### config.mk
export PLATFORM = sky130hd
export DESIGN_NAME = fpu_issue_queue_flat
export DESIGN_NICKNAME = d
export VERILOG_FILES = /design/src/rtl/fpu_issue_queue_if.sv /design/src/rtl/fpu_issue_queue.sv /design/src/flat_wrapper.sv
export SDC_FILE = /design/constraint.sdc
export NUM_CORES = 1
export LEC_CHECK = 0
export CAP_MARGIN = 5
export CORE_ASPECT_RATIO = 0.7
export CORE_MARGIN = 4
export CORE_UTILIZATION = 45
export DETAILED_ROUTE_END_ITERATION = 6
export PLACE_DENSITY = 0.68
export SETUP_SLACK_MARGIN = 0.2
export SLEW_MARGIN = 15
export SYNTH_ARGS = -nofsm -noshare
export SYNTH_HDL_FRONTEND = slang
export SYNTH_SLANG_ARGS = --single-unit
### constraint.sdc
create_clock -name clk -period 11 [get_ports clk]
set_clock_uncertainty 0.15 [all_clocks]
set_input_delay 1.1 -clock clk [delete_from_list [all_inputs] [get_ports clk]]
set_output_delay 1.1 -clock clk [all_outputs]
set_load 0.02 [all_outputs]
### src/rtl/fpu_issue_queue_if.sv
// Request and result handshake channels of the FP/logic ALU issue queue.
// The slave side belongs to the queue, the master side to whatever feeds and drains it.
interface fpu_issue_queue_if #(
    parameter int TAG_W = 4
);
    logic             in_valid;
    logic             in_ready;
    logic [3:0]       in_op;
    logic [63:0]      in_a;
    logic [63:0]      in_b;
    logic [TAG_W-1:0] in_tag;

    logic             out_valid;
    logic             out_ready;
    logic [63:0]      out_result;
    logic             out_exc;
    logic             out_ovf;
    logic             out_unf;
    logic [TAG_W-1:0] out_tag;

    modport slave (
        input  in_valid, in_op, in_a, in_b, in_tag, out_ready,
        output in_ready, out_valid, out_result, out_exc, out_ovf, out_unf, out_tag
    );

    modport master (
        output in_valid, in_op, in_a, in_b, in_tag, out_ready,
        input  in_ready, out_valid, out_result, out_exc, out_ovf, out_unf, out_tag
    );
endinterface

### src/rtl/fpu_issue_queue.sv
// In-order issue queue in front of the combinational 64-bit FP/logic ALU: request FIFO -> issue slot -> result register.
// Optional feature macro STICKY_FLAGS_EN adds accumulated {unf,ovf,exc} flags with a synchronous clear.
module fpu_issue_queue #(
    parameter int DEPTH = 4,
    parameter int TAG_W = 4
) (
    input  logic                  clk,
    input  logic                  rst,
    fpu_issue_queue_if.slave      bus,
    output logic                  alu_enable,
    output logic [3:0]            alu_op,
    output logic [63:0]           alu_a,
    output logic [63:0]           alu_b,
    input  logic [63:0]           alu_result,
    input  logic                  alu_exc,
    input  logic                  alu_ovf,
    input  logic                  alu_unf
`ifdef STICKY_FLAGS_EN
    ,
    input  logic                  flag_clear,
    output logic [2:0]            sticky_flags
`endif
);
    localparam int DATA_W = 64;
    localparam int PTR_W  = $clog2(DEPTH);
    localparam int CNT_W  = PTR_W + 1;
    localparam logic [CNT_W-1:0] FULL_CNT = CNT_W'(DEPTH);

    typedef struct packed {
        logic [3:0]        op;
        logic [DATA_W-1:0] a;
        logic [DATA_W-1:0] b;
        logic [TAG_W-1:0]  tag;
    } req_t;

    typedef enum logic {IDLE, EXEC} state_t;

    function automatic logic op_legal(input logic [3:0] op);
        return (op != 4'd0) && (op <= 4'd11);
    endfunction

    // ALU flags are only meaningful for the arithmetic ops; returned as {unf, ovf, exc}.
    function automatic logic [2:0] mask_flags(input logic [3:0] op, input logic exc,
                                              input logic ovf, input logic unf);
        logic [2:0] f;
        f = 3'b000;
        if (!op_legal(op))
            f = 3'b001;
        else if (op <= 4'd3)
            f = {unf, ovf, exc};
        else if (op == 4'd4)
            f = {2'b00, exc};
        return f;
    endfunction

    req_t              fifo_mem [DEPTH];
    logic [PTR_W-1:0]  wr_ptr, rd_ptr;
    logic [CNT_W-1:0]  count;
    logic              full, empty, push, pop, capture, advance;
    state_t            state_q, state_d;

    logic [3:0]        op_p1;
    logic [DATA_W-1:0] a_p1, b_p1;
    logic [TAG_W-1:0]  tag_p1;

    logic              vld_p2;
    logic [DATA_W-1:0] result_p2;
    logic [2:0]        flags_p2;
    logic [TAG_W-1:0]  tag_p2;

    assign full    = (count == FULL_CNT);
    assign empty   = (count == '0);
    assign push    = bus.in_valid && bus.in_ready;
    assign advance = !vld_p2 || bus.out_ready;

    assign bus.in_ready = !full && !rst;

    always_comb begin
        state_d = state_q;
        pop     = 1'b0;
        capture = 1'b0;
        case (state_q)
            IDLE: begin
                if (!empty) begin
                    pop     = 1'b1;
                    state_d = EXEC;
                end
            end
            EXEC: begin
                if (advance) begin
                    capture = 1'b1;
                    if (!empty)
                        pop = 1'b1;
                    else
                        state_d = IDLE;
                end
            end
            default: state_d = IDLE;
        endcase
    end

    always_ff @(posedge clk or posedge rst) begin
        if (rst)
            state_q <= IDLE;
        else
            state_q <= state_d;
    end

    // Stage p0: request FIFO
    always_ff @(posedge clk) begin
        if (push)
            fifo_mem[wr_ptr] <= '{op: bus.in_op, a: bus.in_a, b: bus.in_b, tag: bus.in_tag};
    end

    always_ff @(posedge clk or posedge rst) begin
        if (rst) begin
            wr_ptr <= '0;
            rd_ptr <= '0;
            count  <= '0;
        end else begin
            if (push)
                wr_ptr <= wr_ptr + 1'b1;
            if (pop)
                rd_ptr <= rd_ptr + 1'b1;
            case ({push, pop})
                2'b10:   count <= count + 1'b1;
                2'b01:   count <= count - 1'b1;
                default: count <= count;
            endcase
        end
    end

    // Stage p1: issue slot, drives the ALU and holds through output stalls
    always_ff @(posedge clk or posedge rst) begin
        if (rst) begin
            op_p1  <= '0;
            a_p1   <= '0;
            b_p1   <= '0;
            tag_p1 <= '0;
        end else if (pop) begin
            op_p1  <= fifo_mem[rd_ptr].op;
            a_p1   <= fifo_mem[rd_ptr].a;
            b_p1   <= fifo_mem[rd_ptr].b;
            tag_p1 <= fifo_mem[rd_ptr].tag;
        end
    end

    assign alu_enable = (state_q == EXEC) && op_legal(op_p1);
    assign alu_op     = op_p1;
    assign alu_a      = a_p1;
    assign alu_b      = b_p1;

    // Stage p2: result register
    always_ff @(posedge clk or posedge rst) begin
        if (rst) begin
            vld_p2    <= 1'b0;
            result_p2 <= '0;
            flags_p2  <= '0;
            tag_p2    <= '0;
        end else if (capture) begin
            vld_p2    <= 1'b1;
            result_p2 <= op_legal(op_p1) ? alu_result : '0;
            flags_p2  <= mask_flags(op_p1, alu_exc, alu_ovf, alu_unf);
            tag_p2    <= tag_p1;
        end else if (bus.out_ready) begin
            vld_p2    <= 1'b0;
        end
    end

    assign bus.out_valid  = vld_p2;
    assign bus.out_result = result_p2;
    assign bus.out_exc    = flags_p2[0];
    assign bus.out_ovf    = flags_p2[1];
    assign bus.out_unf    = flags_p2[2];
    assign bus.out_tag    = tag_p2;

`ifdef STICKY_FLAGS_EN
    // A flag delivered on the same edge as a clear survives it.
    always_ff @(posedge clk or posedge rst) begin
        if (rst)
            sticky_flags <= 3'b000;
        else if (vld_p2 && bus.out_ready)
            sticky_flags <= (flag_clear ? 3'b000 : sticky_flags) | flags_p2;
        else if (flag_clear)
            sticky_flags <= 3'b000;
    end
`endif

endmodule

### src/flat_wrapper.sv
// flat-port wrapper written by rule: the top's interface ports become plain ports
module fpu_issue_queue_flat 
#(
    parameter int DEPTH = 4,
    parameter int TAG_W = 4
)
  (clk, rst, alu_enable, alu_op, alu_a, alu_b, alu_result, alu_exc, alu_ovf, alu_unf, bus_in_valid, bus_in_op, bus_in_a, bus_in_b, bus_in_tag, bus_out_ready, bus_in_ready, bus_out_valid, bus_out_result, bus_out_exc, bus_out_ovf, bus_out_unf, bus_out_tag);
  fpu_issue_queue_if #(.TAG_W(TAG_W)) bus_i ();
  input  logic clk;
  input  logic rst;
  output logic alu_enable;
  output logic [3:0] alu_op;
  output logic [63:0] alu_a;
  output logic [63:0] alu_b;
  input  logic [63:0] alu_result;
  input  logic alu_exc;
  input  logic alu_ovf;
  input  logic alu_unf;
  input wire logic [$bits(bus_i.in_valid)-1:0] bus_in_valid;
  input wire logic [$bits(bus_i.in_op)-1:0] bus_in_op;
  input wire logic [$bits(bus_i.in_a)-1:0] bus_in_a;
  input wire logic [$bits(bus_i.in_b)-1:0] bus_in_b;
  input wire logic [$bits(bus_i.in_tag)-1:0] bus_in_tag;
  input wire logic [$bits(bus_i.out_ready)-1:0] bus_out_ready;
  output wire logic [$bits(bus_i.in_ready)-1:0] bus_in_ready;
  output wire logic [$bits(bus_i.out_valid)-1:0] bus_out_valid;
  output wire logic [$bits(bus_i.out_result)-1:0] bus_out_result;
  output wire logic [$bits(bus_i.out_exc)-1:0] bus_out_exc;
  output wire logic [$bits(bus_i.out_ovf)-1:0] bus_out_ovf;
  output wire logic [$bits(bus_i.out_unf)-1:0] bus_out_unf;
  output wire logic [$bits(bus_i.out_tag)-1:0] bus_out_tag;
  assign bus_i.in_valid = bus_in_valid;
  assign bus_i.in_op = bus_in_op;
  assign bus_i.in_a = bus_in_a;
  assign bus_i.in_b = bus_in_b;
  assign bus_i.in_tag = bus_in_tag;
  assign bus_i.out_ready = bus_out_ready;
  assign bus_in_ready = bus_i.in_ready;
  assign bus_out_valid = bus_i.out_valid;
  assign bus_out_result = bus_i.out_result;
  assign bus_out_exc = bus_i.out_exc;
  assign bus_out_ovf = bus_i.out_ovf;
  assign bus_out_unf = bus_i.out_unf;
  assign bus_out_tag = bus_i.out_tag;
  fpu_issue_queue #(.DEPTH(DEPTH), .TAG_W(TAG_W)) u_core (.clk(clk), .rst(rst), .bus(bus_i), .alu_enable(alu_enable), .alu_op(alu_op), .alu_a(alu_a), .alu_b(alu_b), .alu_result(alu_result), .alu_exc(alu_exc), .alu_ovf(alu_ovf), .alu_unf(alu_unf));
endmodule
==> results of run 1 <==
## cells by family (layout without fill, tap and decap cells)
family,after synthesis,in the layout,synth area share
multiplexers,274,274,0.176
AND/OR/NAND/NOR,161,161,0.0220
flip-flops,760,760,0.765
AO/OA/AOI/OAI,72,72,0.0132
adder cells (fa/ha/maj),6,6,0.00291
other,0,3,0
XOR/XNOR,6,6,0.00185
buffers and inverters,77,572,0.0195
## stage by stage
| stage | hold WS (ns) | setup slack (ns) | utilization |
|---|---|---|---|
| 2_1_floorplan | 0.289 | 3.84 | - |
| 3_3_place_gp | 0.313 | 6.11 | 0.536 |
| 3_5_place_dp | 0.323 | 6.08 | 0.536 |
| 4_1_cts | 0.339 | 6.71 | 0.574 |
| 5_1_grt | 0.359 | 6.56 | 0.574 |
| 6_report | 0.336 | 6.72 | 0.574 |
## flip-flops by register name, indices dropped and copies added, names as in the netlist
register and count:
u_core.alu_a 64, u_core.count 3, u_core.alu_op 4, u_core.rd_ptr 2
u_core.bus.out_result 64, u_core.wr_ptr 2, u_core.flags_p2 3, u_core.alu_b 64
u_core.bus.out_tag 4, u_core.bus.out_valid 1, u_core.tag_p1 4, u_core.state_q 1
u_core.fifo_mem 544
## worst max-delay path by stage
stage               from                      end  slack (ns)  cells past startpoint
global placement     rst  u_core.fifo_mem[1][113]        6.11                      5
CTS                  rst  u_core.fifo_mem[1][117]        6.71                      5
finish               rst  u_core.fifo_mem[1][117]        6.72                      5
floorplan            rst          u_core.alu_a[0]        3.84                      1
global route         rst  u_core.fifo_mem[1][117]        6.56                      5
detailed placement   rst  u_core.fifo_mem[1][114]        6.08                      5
## worst max-delay path: cells and delay by family
family	cells	cell delay (ns)
AOI/OAI and AO/OA	1	0.43
buffers and inverters	3	2.16
and+or+nand+nor	1	0.52
## power by group through the flow
stage	combinational (mW)	sequential (mW)	clock (mW)
2_1_floorplan	1.78	4.50	0
3_5_place_dp	3.39	4.19	0
4_1_cts	3.40	4.14	2.50
3_3_place_gp	3.36	4.16	0
5_1_grt	3.56	4.20	2.64
6_report	3.34	4.12	2.44
## final cells by class
| type | instances | share of cell area |
|---|---|---|
| Tap cell | 819 | 0.0288 |
| Timing Repair Buffer | 431 | 0.120 |
| Sequential cell | 760 | 0.611 |
| Multi-Input combinational cell | 519 | 0.173 |
| Antenna cell | 3 | 0.000211 |
| Clock inverter | 34 | 0.00917 |
| Clock buffer | 98 | 0.0568 |
| Inverter | 9 | 0.00116 |
## routing by layer
metal / routed length (µm) / track usage / vias up
li1: - / - / 6172
met1: 27300 / 0.258 / 7335
met2: 29500 / 0.296 / 449
met3: 4550 / 0.0515 / 95
met4: 994 / 0.0411 / 18
met5: 118 / 0 / -
## cell usage in the layout (no fill, tap or decap), types with 8 or more instances in the layout
master	count
clkbuf_16	75
edfxtp_1	544
dfrtp_1	214
mux4_2	136
clkbuf_1	17
clkinv_2	17
nand2_1	145
inv_1	8
o21ai_0	66
mux2_4	100
clkdlybuf4s50_1	412
buf_4	18
mux2_2	37
==> results.json, run 1 <==
{
  "rsz0062_at_grt": "no",
  "power.leakage_nw": 12.8,
  "slew_viol_final": 0,
  "r2r_end": "u_core.fifo_mem[1][117]",
  "netlist_area_mm2": 0.0284,
  "synth-async-reset-ratio": 0.284,
  "die_x_um": 308,
  "seq_area_mm2": 0.0217,
  "worstPathArrival_ns": 4.35,
  "drt_iter0_drc": 1098,
  "reg2reg_depth": 5,
  "start_util": 0.458,
  "place.gp.congestion": 0.821,
  "tns_ns": 0,
  "clock_sinks": 760,
  "track_usage": 0.185,
  "outcome": "completed",
  "ys_types": 30,
  "comb_power_share": 0.337,
  "ant_nets": 0,
  "cp_common_cell": "buf_4",
  "dieArea_mm2": 0.0673,
  "synth.area.top_cells": "edfxtp_1 57%, dfrtp_1 19%, mux4_2 11%",
  "fin_crit_ns": 4.28,
  "swShare": 0.304,
  "worstSetupPathType": "primary input to register",
  "multi_input_area_mm2": 0.00616,
  "grt_pass1_wl_um": 94000,
  "portBuffers": 412,
  "ir_worst_vdd_mv": 0.190,
  "synth_cells": 1356,
  "ys_ff_latch": 760,
  "clock.fmax_mhz": 233,
  "coreArea_mm2": 0.0620,
  "wl_per_cell_um": 23.4,
  "worst_pin_slew_ns": 1.18,
  "clk_latency_ns": 0.60,
  "finalInstanceArea_mm2": 0.0356,
  "ys.flop_type": "edfxtp_1",
  "vias": 14069,
  "grt_max_degree": 98,
  "p_sw_mw": 3.01,
  "hold_start": "u_core.bus.out_result[37]",
  "synth_top_area_frac": 0.575,
  "min_to": "u_core.bus.out_result[37]",
  "cts.path.max_buffers": 3,
  "clkPwrFrac": 0.246,
  "r2r-start": "u_core.count[1]",
  "synth_nets": 1569,
  "dpl_cell_area_mm2": 0.0333,
  "grt_overflow": 0,
  "drc_errors": 0,
  "cp.required_ns": 11.07,
  "power_mw": 9.90,
  "synth_top_area_cell": "edfxtp_1",
  "clk_pin_slew_ns": 0.06,
  "cts-root-buf": "clkbuf_16",
  "numCtsBuffers": 72,
  "final_cells": 2673,
  "crit_path_top_delay_cell": "buf_4",
  "holdPathStages": 2,
  "cts_setup_buffers": 0,
  "die_h_um": 218,
  "drt-pass1-iter-count": 7,
  "synth_most_common_cell": "edfxtp_1",
  "powerDensity_mw_per_mm2": 278,
  "viasPerCell": 5.26,
  "maxCapViolCount": 0,
  "synth-edff-count": 544,
  "ys_seq_area_frac": 0.765,
  "drt_wl_total_um": 62600,
  "critical_path.max_stage_delay_ns": 0.88,
  "yosysWarnings": 0,
  "ff2ff_setup_slack_ns": 7.27,
  "finalCritPeriodShare": 0.389,
  "syn_area_per_cell_um2": 21.0,
  "p_seq_frac": 0.416,
  "fin_nets": 2006,
  "postCtsHoldBufs": 0,
  "setup_violations": 0,
  "cp-start-kind": "primary input",
  "drive_above_1_share": 0.222,
  "pin_count": 413,
  "crit_path_max_fanout": 67,
  "antenna_found_initial": 12,
  "slew_headroom": 0.204,
  "h-tree-depth": 3,
  "hpwl_um": 38400,
  "areaGrowthSynthToFinish_pct": 25.3,
  "end_kind": "register",
  "cts_resized": 0,
  "synth_commonest_cells": "544 x edfxtp_1, 216 x dfrtp_1, 146 x nand2_1",
  "dp.cells": 2538,
  "cts_tree": "yes",
  "grt_pass1_vias": 14808,
  "min_path_type": "register to register",
  "fill_cells": 4603,
  "finalHoldViolCount": 0,
  "path_cells": "clkdlybuf4s50_1, a31oi_1, and3_4, buf_4, buf_4",
  "internal_power_mw": 6.89,
  "rows": 76
}
(Power assumes the default switching activity.)
==> run 2: changes to the inputs <==
--- a/config.mk
+++ b/config.mk
@@ -10,7 +10,7 @@
 export CORE_MARGIN = 4
 export CORE_UTILIZATION = 45
 export DETAILED_ROUTE_END_ITERATION = 6
-export PLACE_DENSITY = 0.68
+export PLACE_DENSITY = 0.71
 export SETUP_SLACK_MARGIN = 0.2
 export SLEW_MARGIN = 15
 export SYNTH_ARGS = -nofsm -noshare
==> constraint.sdc (replaced) <==
create_clock -name clk -period 3.9 [get_ports clk]
set_clock_uncertainty 0.15 [all_clocks]
set_input_delay 0.39 -clock clk [delete_from_list [all_inputs] [get_ports clk]]
set_output_delay 0.39 -clock clk [all_outputs]
set_load 0.02 [all_outputs]
==> run 2 against run 1 <==
  * Sequential share of layout area is 0.64 points lower
  * Critical path depth decreased by 2
  * Clock-buffer cell count increased by 4
  * Critical endpoint is now bus_in_ready
==> results.json, run 2 (synthesized netlist as in run 1, its figures left out) <==
{
  "drc_errors": 0,
  "slew_viol_final": 0,
  "fin_nets": 2017,
  "numCtsBuffers": 72,
  "reg2reg_depth": 8,
  "coreArea_mm2": 0.0620,
  "cts_tree": "yes",
  "rsz0062_at_grt": "no",
  "ir_worst_vdd_mv": 0.550,
  "r2r-start": "u_core.count[0]",
  "grt_max_degree": 79,
  "areaGrowthSynthToFinish_pct": 26.6,
  "track_usage": 0.183,
  "fill_cells": 4555,
  "crit_path_max_fanout": 6,
  "grt_overflow": 0,
  "power.leakage_nw": 12.9,
  "drive_above_1_share": 0.228,
  "cp-start-kind": "register",
  "pin_count": 413,
  "powerDensity_mw_per_mm2": 785,
  "largest_register": "u_core.fifo_mem",
  "clk_pin_slew_ns": 0.06,
  "start_util": 0.458,
  "largest_reg_flops": 544,
  "h-tree-depth": 3,
  "portBuffers": 412,
  "drt-pass1-iter-count": 5,
  "hpwl_um": 38100,
  "die_x_um": 308,
  "viasPerCell": 5.24,
  "wl_per_cell_um": 22.7,
  "cp.required_ns": 3.36,
  "cts_setup_buffers": 0,
  "worstPathArrival_ns": 2.32,
  "cts_resized": 0,
  "end_kind": "primary output",
  "grt_pass1_vias": 15462,
  "finalInstanceArea_mm2": 0.0360,
  "rows": 76,
  "endpoint": "bus_in_ready",
  "place.gp.congestion": 0.816,
  "ant_nets": 0,
  "final_common_cell": "edfxtp_1",
  "clock_sinks": 760,
  "vias": 14075,
  "outcome": "completed",
  "maxCapViolCount": 0,
  "dpl_cell_area_mm2": 0.0336,
  "dieArea_mm2": 0.0673,
  "r2r_end": "u_core.count[2]",
  "drt_wl_total_um": 60900,
  "drt_iter0_drc": 1093,
  "min_path_type": "primary input to register",
  "clk_latency_ns": 0.59,
  "final_cell_mix": "544 x edfxtp_1, 412 x clkdlybuf4s50_1, 214 x dfrtp_1",
  "grt_pass1_wl_um": 93500,
  "postCtsHoldBufs": 0,
  "cts.path.max_buffers": 3,
  "clock.fmax_mhz": 349,
  "worst_pin_slew_ns": 0.855,
  "slew_headroom": 0.429,
  "tns_ns": 0,
  "fin_crit_ns": 2.86,
  "worstSetupPathType": "register to primary output",
  "antenna_found_initial": 14,
  "setup_violations": 0,
  "ff2ff_setup_slack_ns": 1.42,
  "finalCritPeriodShare": 0.734,
  "die_h_um": 218,
  "finalHoldViolCount": 0,
  "cts-root-buf": "clkbuf_16",
  "hold_start": "alu_result[31]",
  "worstSetupStartpoint": "u_core.count[1]"
}
-- run 2: cell types whose count changed in the layout (fill, tap and decap cells not counted), moves of 2 or more --
cell	previous run	this run
buf_12	1	19
buf_4	18	11
clkinv_1	6	1
clkbuf_1	17	21
clkinv_2	17	15
inv_6	1	3
bufinv_16	4	7
-- run 2: critical path, cell delays in order, from the launching register on --
cell and delay, ns:
dfrtp_1 0.34, inv_1 0.10, a31oi_1 0.47, clkdlybuf4s50_1 0.82
-- run 2: cell type report --
type,instances,area [µm²],area share
flip-flops and latches,760,21700,0.604
repair buffers,442,4590,0.127
inverters,9,37.5,0.00104
diodes,4,10.0,0.000278
well taps,819,1020,0.0285
clock inverters,32,394,0.0110
multi-input cells,519,6160,0.171
clock buffers,102,2030,0.0563
-- run 2: stage by stage --
stage / hold WS, ns / util / std cells / total power, mW / worst slack (ns)
after floorplan: 0.289 / - / 1356 / 17.7 / 0.533
after global placement: 0.313 / 0.541 / 2549 / 21.3 / 1.13
after detailed placement: 0.322 / 0.541 / 2549 / 21.5 / 1.05
after CTS: 0.164 / 0.580 / 2683 / 28.6 / 0.989
after global routing: 0.195 / 0.580 / 2687 / 29.6 / 0.893
final: 0.207 / 0.580 / 2687 / 28.3 / 1.04
-- run 2: how the worst min path moves through the flow --
| stage | to | slack (ns) | cells past startpoint |
|---|---|---|---|
| global placement | u_core.bus.out_result[59] | 0.31 | 2 |
| detailed placement | u_core.bus.out_result[13] | 0.32 | 2 |
| finish | u_core.bus.out_result[31] | 0.21 | 3 |
| CTS | u_core.bus.out_result[31] | 0.16 | 3 |
| global route | u_core.bus.out_result[9] | 0.19 | 3 |
| floorplan | u_core.bus.out_tag[0] | 0.29 | 2 |
-- run 2: power by group --
| group | switching, mW | total (mW) | internal (mW) |
|---|---|---|---|
| logic | 4.42 | 9.53 | 5.11 |
| registers | 1.14 | 11.6 | 10.5 |
| clock network | 2.94 | 7.08 | 4.14 |
| total | 8.51 | 28.3 | 19.7 |
-- run 2: metal layers --
layer | GRT usage | part of all wire
met1 | 0.243 | 0.42
met2 | 0.303 | 0.49
met3 | 0.0504 | 0.070
met4 | 0.0457 | 0.016
met5 | 0 | 0.0020
==> run 3: changes to the inputs <==
==> constraint.sdc (replaced) <==
create_clock -name clk -period 2.51 [get_ports clk]
set_clock_uncertainty 0.15 [all_clocks]
set_input_delay 0.251 -clock clk [delete_from_list [all_inputs] [get_ports clk]]
set_output_delay 0.251 -clock clk [all_outputs]
set_load 0.02 [all_outputs]
==> run 3 against run 2 <==
  * Flip-flop and latch count stayed put
  * Global-route usage is 0.064 points lower
  * Via count is 0.55% higher
  * Register-to-register slack worse by 1.1 ns
  * Clock-buffer cell count is 4 higher
  * Non-clock buffer count is 23 higher
  * Critical endpoint is now alu_op[3]
  * Sequential power is 55% higher
  * Sequential share of layout area is 0.64 points lower
==> results.json, run 3 (synthesized netlist as in run 1, its figures left out) <==
{
  "final_cells": 2710,
  "worstSetupPathType": "register to primary output",
  "setup_violations": 0,
  "power.leakage_nw": 13.1,
  "drt-pass1-iter-count": 5,
  "holdWs_ns": 0.0522,
  "final_cell_mix": "544 x edfxtp_1, 410 x clkdlybuf4s50_1, 212 x dfrtp_1",
  "ff2ff_setup_slack_ns": 0.36,
  "vias": 14152,
  "ant_nets": 0,
  "fin_nets": 2041,
  "cp.required_ns": 2.11,
  "areaGrowthSynthToFinish_pct": 28.0,
  "grt_overflow": 0,
  "start_util": 0.458,
  "cts_tree": "yes",
  "crit_path_top_delay_cell": "clkdlybuf4s50_1",
  "rows": 76,
  "grt_max_degree": 76,
  "clk_pin_slew_ns": 0.06,
  "multi_input_area_mm2": 0.00618,
  "die_x_um": 308,
  "fin_crit_ns": 2.22,
  "coreArea_mm2": 0.0620,
  "wl_per_cell_um": 22.7,
  "place.gp.congestion": 0.788,
  "ir_worst_vdd_mv": 0.731,
  "die_h_um": 218,
  "slew_viol_final": 0,
  "worst_slack_ns": 0.288,
  "holdPathStages": 3,
  "clk_latency_ns": 0.61,
  "min_to": "u_core.bus.out_result[36]",
  "largest_register": "u_core.fifo_mem",
  "powerDensity_mw_per_mm2": 1220,
  "drive_above_1_share": 0.242,
  "antenna_found_initial": 17,
  "clock_sinks": 760,
  "crit_path_max_fanout": 4,
  "r2r-start": "u_core.count[0]",
  "worst_pin_slew_ns": 0.612,
  "maxCapViolCount": 0,
  "path_buf_inv": 2,
  "portBuffers": 412,
  "dp.cells": 2569,
  "outcome": "completed",
  "finalHoldViolCount": 0,
  "cp-start-kind": "register",
  "slew_headroom": 0.592,
  "hold_start": "alu_result[36]",
  "viasPerCell": 5.22,
  "drc_errors": 0,
  "clock.fmax_mhz": 450,
  "track_usage": 0.182,
  "end_kind": "primary output",
  "seq_area_mm2": 0.0218,
  "dpl_cell_area_mm2": 0.0339,
  "pin_count": 413,
  "cts-root-buf": "clkbuf_16",
  "min_path_type": "primary input to register",
  "h-tree-depth": 3,
  "critical-path-top-delay-family": "buffers and inverters",
  "r2r_end": "u_core.count[2]",
  "finish.utilization": 0.587,
  "reg2reg_depth": 10,
  "drt_iter0_drc": 1020,
  "worstPathArrival_ns": 1.82,
  "drt_wl_total_um": 61400,
  "path_cells": "buf_4, clkdlybuf4s50_1",
  "hpwl_um": 39500,
  "dieArea_mm2": 0.0673,
  "largest_reg_flops": 544,
  "rsz0062_at_grt": "yes",
  "final_common_cell": "edfxtp_1",
  "critical_path.max_stage_delay_ns": 0.63,
  "finalInstanceArea_mm2": 0.0364,
  "cts.path.max_buffers": 3,
  "grt_pass1_vias": 14846,
  "numCtsBuffers": 73,
  "pre_cts_ws_ns": 0.0889,
  "grt_pass1_wl_um": 92200,
  "fill_cells": 4546,
  "worstSetupStartpoint": "u_core.alu_op[3]",
  "finalCritPeriodShare": 0.885
}
run 3: cell count changes in the layout (fill, tap and decap cells not counted), moves of 3 or more:
| cell | previous run | this run |
|---|---|---|
| buf_12 | 19 | 33 |
| buf_4 | 11 | 19 |
| clkbuf_8 | 7 | 15 |
| clkbuf_1 | 21 | 16 |
| clkinv_1 | 1 | 5 |
| bufinv_16 | 7 | 4 |
| clkinv_2 | 15 | 12 |
run 3: per-layer routing:
metal | part of all wire | track usage | routed length, µm
met2 | 0.48 | 0.293 | 29300
met5 | 0.0032 | 0 | 197
met1 | 0.42 | 0.248 | 25900
met3 | 0.080 | 0.0554 | 4910
met4 | 0.018 | 0.0421 | 1130
run 3: cell type report:
cell class                 count  share of cell area
sequential                   760               0.598
multi-input combinational    519               0.170
timing repair buffer         465               0.135
clock buffer                 106              0.0589
tap                          819              0.0282
clock inverter                30             0.00829
inverter                       9             0.00103
antenna                        2            0.000138
run 3: how the worst max path moves through the flow:
| stage | endpoint | cells past startpoint |
|---|---|---|
| final | alu_op[3] | 2 |
| after detailed placement | u_core.alu_b[6] | 5 |
| after global routing | alu_enable | 5 |
| after CTS | alu_enable | 5 |
| after floorplan | u_core.alu_a[0] | 1 |
| after global placement | u_core.count[2] | 8 |
run 3: worst register-to-register path, stage by stage (launching register included):
cell,delay (ns)
dfrtp_2,0.44
inv_2,0.10
a31oi_4,0.08
and2_1,0.19
inv_1,0.07
ha_1,0.17
inv_1,0.06
fa_1,0.38
xor2_1,0.15
nor2_1,0.15
xor2_1,0.15
run 3: timing repair:
| item | in CTS | in global routing |
|---|---|---|
| hold buffers | 1 | 0 |
| setup endpoints to repair | 105 | 3 |
| buffers inserted | 0 | 2 |
| pin swaps | 0 | 1 |
| gates resized for setup | 3 | 9 |
| hold endpoints to repair | 6 | 0 |
run 3: through the flow:
step | setup TNS (ns) | power (mW)
6_report | 0 | 44.4
5_1_grt | 0 | 46.6
4_1_cts | 0 | 45.1
3_5_place_dp | 0 | 33.9
3_3_place_gp | 0 | 33.6
2_1_floorplan | -151.88 | 27.5
run 3: power by group:
part / total (mW) / internal, mW / switching [mW]
logic: 15.4 / 8.30 / 7.12
clock network: 11.0 / 6.40 / 4.58
registers: 18.0 / 16.3 / 1.67
total: 44.4 / 31.0 / 13.4
